**config.mk**
```make
export PLATFORM = sky130hd
export DESIGN_NAME = target_ctl
export DESIGN_NICKNAME = d
export VERILOG_FILES = /design/src/rtl/target_ctl.sv
export SDC_FILE = /design/constraint.sdc
export NUM_CORES = 1
export LEC_CHECK = 0
export CORE_UTILIZATION = 54
export CTS_BUF_LIST = sky130_fd_sc_hd__clkbuf_8
export CTS_CLUSTER_SIZE = 10
export DETAILED_ROUTE_END_ITERATION = 6
export PLACE_DENSITY_LB_ADDON = 0.12
export REMOVE_ABC_BUFFERS = 1
export SLEW_MARGIN = 15
export SYNTH_ARGS = -nofsm -noshare
export SYNTH_HDL_FRONTEND = slang
export SYNTH_SLANG_ARGS = --single-unit
```
**constraint.sdc**
```tcl
create_clock -name clk -period 2.81 [get_ports clk]
set_input_delay 0.843 -clock clk [delete_from_list [all_inputs] [get_ports clk]]
set_output_delay 0.843 -clock clk [all_outputs]
set_load 0.005 [all_outputs]
```
**src/rtl/target_ctl.sv**
```systemverilog
// rtl/target_ctl.sv - frame-synchronous show/blink/hide sequencer for the target rectangle
module target_ctl #(
  parameter int SHOW_FRAMES = 180,
  parameter int HIDE_FRAMES = 60,
  parameter int WARN_FRAMES = 60,
  parameter int BLINK_SHIFT = 3
) (
  input  logic       clk,
  input  logic       rst,
  input  logic       vblnk_in,
  input  logic       enable,
  input  logic       hit,
  output logic       rectangle,
  output logic [1:0] state_out,
  output logic       frame_tick,
  output logic [7:0] score,
  output logic [7:0] misses
);

  localparam int MAX_FRAMES = (SHOW_FRAMES > HIDE_FRAMES) ? SHOW_FRAMES : HIDE_FRAMES;
  localparam int CW = (MAX_FRAMES > 1) ? $clog2(MAX_FRAMES) : 1;
  localparam logic [CW-1:0] SHOW_LAST  = CW'(SHOW_FRAMES - 1);
  localparam logic [CW-1:0] HIDE_LAST  = CW'(HIDE_FRAMES - 1);
  localparam logic [CW-1:0] WARN_START = CW'(SHOW_FRAMES - WARN_FRAMES);

  typedef enum logic [1:0] {
    IDLE = 2'd0,
    SHOW = 2'd1,
    HIDE = 2'd2
  } state_t;

  state_t        state;
  state_t        nxt_state;
  logic [CW-1:0] frame_cnt;
  logic [CW-1:0] nxt_cnt;
  logic          vblnk_d;
  logic          tick;
  logic          score_inc;
  logic          miss_inc;

  assign tick      = vblnk_in & ~vblnk_d;
  assign state_out = state;

  // Solid for the early part of SHOW, then toggles every 2**BLINK_SHIFT frames.
  function automatic logic vis(input state_t s, input logic [CW-1:0] c);
    return (s == SHOW) && ((c < WARN_START) || !c[BLINK_SHIFT]);
  endfunction

  always_comb begin
    nxt_state = state;
    nxt_cnt   = frame_cnt;
    score_inc = 1'b0;
    miss_inc  = 1'b0;
    if (!enable) begin
      nxt_state = IDLE;
      nxt_cnt   = '0;
    end else begin
      case (state)
        IDLE: begin
          if (tick) begin
            nxt_state = SHOW;
            nxt_cnt   = '0;
          end
        end
        SHOW: begin
          // A hit wins over a timeout landing on the same edge.
          if (hit) begin
            nxt_state = HIDE;
            nxt_cnt   = '0;
            score_inc = 1'b1;
          end else if (tick) begin
            if (frame_cnt == SHOW_LAST) begin
              nxt_state = HIDE;
              nxt_cnt   = '0;
              miss_inc  = 1'b1;
            end else begin
              nxt_cnt = frame_cnt + 1'b1;
            end
          end
        end
        HIDE: begin
          if (tick) begin
            if (frame_cnt == HIDE_LAST) begin
              nxt_state = SHOW;
              nxt_cnt   = '0;
            end else begin
              nxt_cnt = frame_cnt + 1'b1;
            end
          end
        end
        default: begin
          nxt_state = IDLE;
          nxt_cnt   = '0;
        end
      endcase
    end
  end

  always_ff @(posedge clk or posedge rst) begin
    if (rst) begin
      state      <= IDLE;
      frame_cnt  <= '0;
      vblnk_d    <= 1'b0;
      frame_tick <= 1'b0;
      rectangle  <= 1'b0;
      score      <= 8'd0;
      misses     <= 8'd0;
    end else begin
      vblnk_d    <= vblnk_in;
      frame_tick <= tick;
      state      <= nxt_state;
      frame_cnt  <= nxt_cnt;
      // Visibility only moves on frame boundaries, except a forced blank on disable.
      if (!enable) begin
        rectangle <= 1'b0;
      end else if (tick) begin
        rectangle <= vis(nxt_state, nxt_cnt);
      end
      if (score_inc && (score != 8'hFF)) begin
        score <= score + 8'd1;
      end
      if (miss_inc && (misses != 8'hFF)) begin
        misses <= misses + 8'd1;
      end
    end
  end

endmodule

```
==> results of run 1 <==
==> power by group through the flow <==
stage	logic (mW)	clock network [mW]	registers, mW
after floorplan	0.0624	0	0.475
after global placement	0.133	0	0.475
after detailed placement	0.135	0	0.476
after CTS	0.136	0.526	0.469
after global routing	0.149	0.545	0.473
final	0.135	0.519	0.470
==> final cells by class <==
cell class,count,area (um2),share of cell area [%]
Clock buffer,5,68.8,3.61
Multi-Input combinational cell,108,728,38.2
Clock inverter,3,65.1,3.41
Timing Repair Buffer,27,263,13.8
Sequential cell,29,726,38.1
Inverter,5,18.8,0.984
Tap cell,30,37.5,1.97
==> final timing paths <==
| path | endpoint | slack (ns) | cells after the start |
|---|---|---|---|
| worst min-delay path | misses[6] | 0.49 | 1 |
| min in group asynchronous | misses[1] | 0.93 | 3 |
| max in group asynchronous | frame_cnt[6] | 1.61 | 3 |
| worst max register to register | misses[7] | 0.57 | 7 |
| worst min register to register | misses[6] | 0.49 | 1 |
| worst max-delay path | misses[7] | 0.32 | 7 |
==> per-stage QoR <==
step                      area, um2  hold WS, ns  setup WS [ns]
final                          1910        0.491          0.316
after global routing           1910        0.510          0.171
after CTS                      1910        0.489          0.321
after detailed placement       1770        0.476         0.0360
after global placement         1770        0.469         0.0832
after floorplan                1470        0.477          0.701
==> synth_stat cells (2+ instances only) <==
cell / instances
a21o_1: 4
nor2b_1: 2
and2_1: 5
a31oi_1: 4
xnor2_1: 10
nand2_1: 11
nand2b_1: 2
o21ai_0: 3
nor3_1: 2
and4_1: 2
a21oi_1: 7
ha_1: 3
mux2_2: 2
nor2_1: 12
xor2_1: 4
nand4_1: 4
clkbuf_1: 3
inv_1: 5
dfrtp_1: 29
and3_1: 7
nand4b_1: 3
nand3_1: 3
o211ai_1: 4
==> logic make-up after synthesis <==
group	after synthesis
adder cells (fa/ha/maj)	3
buffers and inverters	9
multiplexers	2
AO/OA/AOI/OAI	33
AND/OR/NAND/NOR	56
XOR/XNOR	14
flip-flops	29
==> layer usage <==
metal / global-route usage [%] / up-vias / part of all wire [%] / wire (um)
met5: 0 / - / 0 / 0
met4: 7.69 / 0 / 0.48 / 15
met3: 6.39 / 2 / 6.4 / 200
met2: 37.8 / 41 / 45 / 1390
met1: 33.4 / 581 / 48 / 1510
li1: - / 593 / - / -
==> sequential cells by signal, indices dropped and copies added (netlist names) <==
signal / cells
score: 8
rectangle: 1
frame_tick: 1
misses: 8
frame_cnt: 8
vblnk_d: 1
state_out: 2
==> results.cfg, run 1 <==
[sta]
period_needed_ns = 2.49
setup_viol = 0
relSlewSlack_pct = 63.8
fmax_ghz = 0.401
hold_viol_final = 0
fin_worst_skew_ns = 0.0125
rsz0062_at_grt = no
finalMaxSlewViolations = 0
period_share_pct = 88.7
tightest_slew_ns = 0.538
fin_tns_setup_ns = 0

[global_route]
grt_usage_pct = 24.6
grt_max_degree = 30
grt_pass1_wl_um = 5130
antenna_found_initial = 0
grt_pass1_vias = 1144
grt-ovfl-total = 0

[clocking]
cts_resized = 0
cts_hold_buf = 0
numCtsBuffers = 5
htree_levels = 2
cts.path.max_buffers = 2
cts_tree = built
post-cts-setup-buffers = 0
ctsRootBufferMaster = clkbuf_8
clk-insertion-delay-late_ns = 0.28
clk_pin_slew_ns = 0.07
cts.sinks = 29

[critical_path]
critical_path.cell_chain = clkdlybuf4s50_1 -> nand2b_1 -> nor3_1 -> nand3_1 -> nor2_1 -> and2_1 -> xor2_1
cp_top_family = simple AND/OR/NAND/NOR gates
worstPathMaxFanout = 11
setup.worst_path.start = vblnk_in
cp.buffers_inverters = 1
path_class = input pin to flip-flop
startpoint_type = input pin
arrival_ns = 2.70
r2r_start = frame_cnt[0]
end_kind = flip-flop
cp.required_ns = 3.02
slowest_stage = clkdlybuf4s50_1
slowest_delay_ns = 0.49

[synthesis]
synth_top_family_by_area = simple AND/OR/NAND/NOR gates
ys.flop_type = dfrtp_1
synth-seq-area-share_pct = 48.5
synth_area_leaders = dfrtp_1 49%, xnor2_1 5.9%, nor2_1 3.0%
synth_compound_gate_area_share_pct = 15.7
synth_cell_type_count = 38
synth_top_cell_by_area = dfrtp_1
netlist_area_um2 = 1500
synth_area_per_cell_um2 = 10.2
muxShareOfSynthArea_pct = 1.51
yosys.area_share.simple_pct = 20.8
yosys_warnings = 0
ys_seq_elements = 29
async_reset_ff_share_pct = 100
synth-xor-area-share_pct = 8.20
synth-edff-count = 0
synth_top_area_share_pct = 48.5
synth_fa_ha_area_share_pct = 2.51
synthCells = 146

[min_path]
hold_class = flip-flop to flip-flop
hold_start = misses[6]

[place]
hpwl_um = 2260
dp_cells = 199
portBuffers = 24
gp_congestion = 0.879

[layout]
layout-drive-gt1-share_pct = 10.2
fillers = 182
final_nets = 184
n_antenna_cell = 0
final_util_pct = 74.9
area_growth_pct = 27.5
layout_commonest_cell = dfrtp_1
mostFrequentLayoutCells = 29 x dfrtp_1, 24 x clkdlybuf4s50_1, 12 x nor2_1
stdcell_count = 207

[power]
leakagePower_nw = 0.870
p_per_area_nw_per_um2 = 590
p_int_mw = 0.871
finalPower_mw = 1.12
netSwitchingFraction_pct = 22.6
switchingPower_mw = 0.254
pwr-share-clk_pct = 46.2
sequentialPowerShare_pct = 41.8
vdd_ir_drop_max_uv = 589
p_comb_share_pct = 12.1

[drt]
wl_um = 3120
drt-pass1-iter-count = 4
drc = 0
dr_total_vias = 1217
vias_per_cell = 5.88
postRouteAntennaNets = 0
wl_per_cell_um = 15.1
drt_iter0_markers = 29

[die]
pin_count = 25
core_area_um2 = 2540
fp.dieH_um = 54.6
die_w_um = 54.6
start_util_pct = 58.8
num_rows = 18
dieArea_um2 = 2980

[job]
drv_cap = 0

[outcome]
status = finished clean
Power figures use the tool's default switching activity.
==> run 2: changes to the inputs <==
CORE_UTILIZATION = 40   (was 54)
CTS_CLUSTER_SIZE = 14   (was 10)
==> results.cfg, run 2 (synthesis results as in run 1) <==
[power]
switchingPower_mw = 0.240
leakagePower_nw = 0.861
p_int_mw = 0.741
vdd_ir_drop_max_uv = 328
sequentialPowerShare_pct = 47.9
p_per_area_nw_per_um2 = 516
pwr-share-clk_pct = 38.4
p_comb_share_pct = 13.7
netSwitchingFraction_pct = 24.5

[clocking]
cts_hold_buf = 0
htree_levels = 2
cts_resized = 0
numCtsBuffers = 5
post-cts-setup-buffers = 0
cts.path.max_buffers = 2
clk_pin_slew_ns = 0.06
cts_tree = built
clk-insertion-delay-late_ns = 0.28
ctsRootBufferMaster = clkbuf_8
cts.sinks = 29

[global_route]
grt_max_degree = 30
antenna_found_initial = 0
grt-ovfl-total = 0
grt_usage_pct = 17.6
grt_pass1_vias = 1161
grt_pass1_wl_um = 5390

[min_path]
hold_class = flip-flop to flip-flop

[sta]
fin_ws_ns = 0.278
fin_tns_setup_ns = 0
fin_worst_skew_ns = 0.00712
fmax_ghz = 0.395
rsz0062_at_grt = no
period_share_pct = 90.1
setup_viol = 0
finalMaxSlewViolations = 0
tightest_slew_ns = 0.497
period_needed_ns = 2.53
hold_viol_final = 0
relSlewSlack_pct = 66.6

[critical_path]
critical_path.cell_chain = clkdlybuf4s50_1 -> nand2b_1 -> nor3_1 -> nand3_1 -> nor2_1 -> and2_1 -> xor2_1
slowest_delay_ns = 0.47
cp.required_ns = 3.01
arrival_ns = 2.73
startpoint_type = input pin
path_class = input pin to flip-flop
slowest_stage = clkdlybuf4s50_1
worstPathMaxFanout = 11
end_kind = flip-flop

[die]
fp.dieH_um = 63.1
dieArea_um2 = 3990
start_util_pct = 43.1
num_rows = 21
core_area_um2 = 3470
die_w_um = 63.1
pin_count = 25

[place]
gp_congestion = 0.849
portBuffers = 24
hpwl_um = 2250
dp_slack_ns = 0.0280
placed_cell_area_um2 = 1800

[layout]
layout_commonest_cell = dfrtp_1
mostFrequentLayoutCells = 29 x dfrtp_1, 24 x clkdlybuf4s50_1, 12 x nor2_1
n_antenna_cell = 0
final_area_um2 = 1900
final_util_pct = 54.8
layout-drive-gt1-share_pct = 10.7
final_nets = 185
top_regs = frame_cnt x8, misses x8, score x8
area_growth_pct = 27.2
fillers = 331

[drt]
drt_iter0_markers = 69
wl_um = 3140
dr_total_vias = 1219
postRouteAntennaNets = 0
drc = 0
wl_per_cell_um = 14.0
vias_per_cell = 5.44
drt-pass1-iter-count = 4

[outcome]
status = finished clean

[job]
drv_cap = 0
run 2: power by group through the flow:
stage	registers, mW	clock network, mW	logic [mW]
finish	0.469	0.377	0.135
global route	0.474	0.417	0.152
CTS	0.470	0.390	0.136
detailed placement	0.478	0	0.135
global placement	0.475	0	0.135
floorplan	0.475	0	0.0624
run 2: per-layer routing:
layer | global-route usage [%] | share of wire, % | routed length, um | vias up
met5 | 0 | 0 | 0 | -
met4 | 6.98 | 1.5 | 48 | 0
met3 | 5.43 | 4.4 | 139 | 6
met2 | 26.2 | 45 | 1410 | 36
met1 | 23.7 | 49 | 1550 | 586
li1 | - | - | - | 591
run 2: area by class of cell:
| type | instances | area, um2 | area share [%] |
|---|---|---|---|
| Multi-Input combinational cell | 108 | 728 | 38.3 |
| Clock inverter | 1 | 5.00 | 0.263 |
| Clock buffer | 7 | 96.3 | 5.07 |
| Sequential cell | 29 | 726 | 38.2 |
| Tap cell | 46 | 57.6 | 3.03 |
| Inverter | 5 | 18.8 | 0.987 |
| Timing Repair Buffer | 28 | 270 | 14.2 |
run 2: worst max-delay path, delay by kind of cell:
family / cells / cell delay, ns
simple gates: 5 / 1.26
buf+inv: 1 / 0.47
xor+xnor: 1 / 0.15
run 2: stage by stage:
stage / instances / power (mW) / hold slack [ns]
after global placement: 216 / 0.610 / 0.473
after global routing: 224 / 1.04 / 0.517
after CTS: 224 / 0.997 / 0.502
after detailed placement: 216 / 0.613 / 0.489
final: 224 / 0.981 / 0.495
after floorplan: 142 / 0.537 / 0.477
run 2: worst paths after layout:
path                               from         to  slack [ns]  cells past startpoint
max in group asynchronous           rst    vblnk_d        1.61                      3
setup reg to reg           frame_cnt[0]  misses[7]        0.51                      7
min in group asynchronous           rst  misses[0]        0.93                      3
hold / removal                 score[7]   score[7]        0.49                      1
setup / recovery               vblnk_in  misses[7]        0.28                      7
hold reg to reg                score[7]   score[7]        0.49                      1
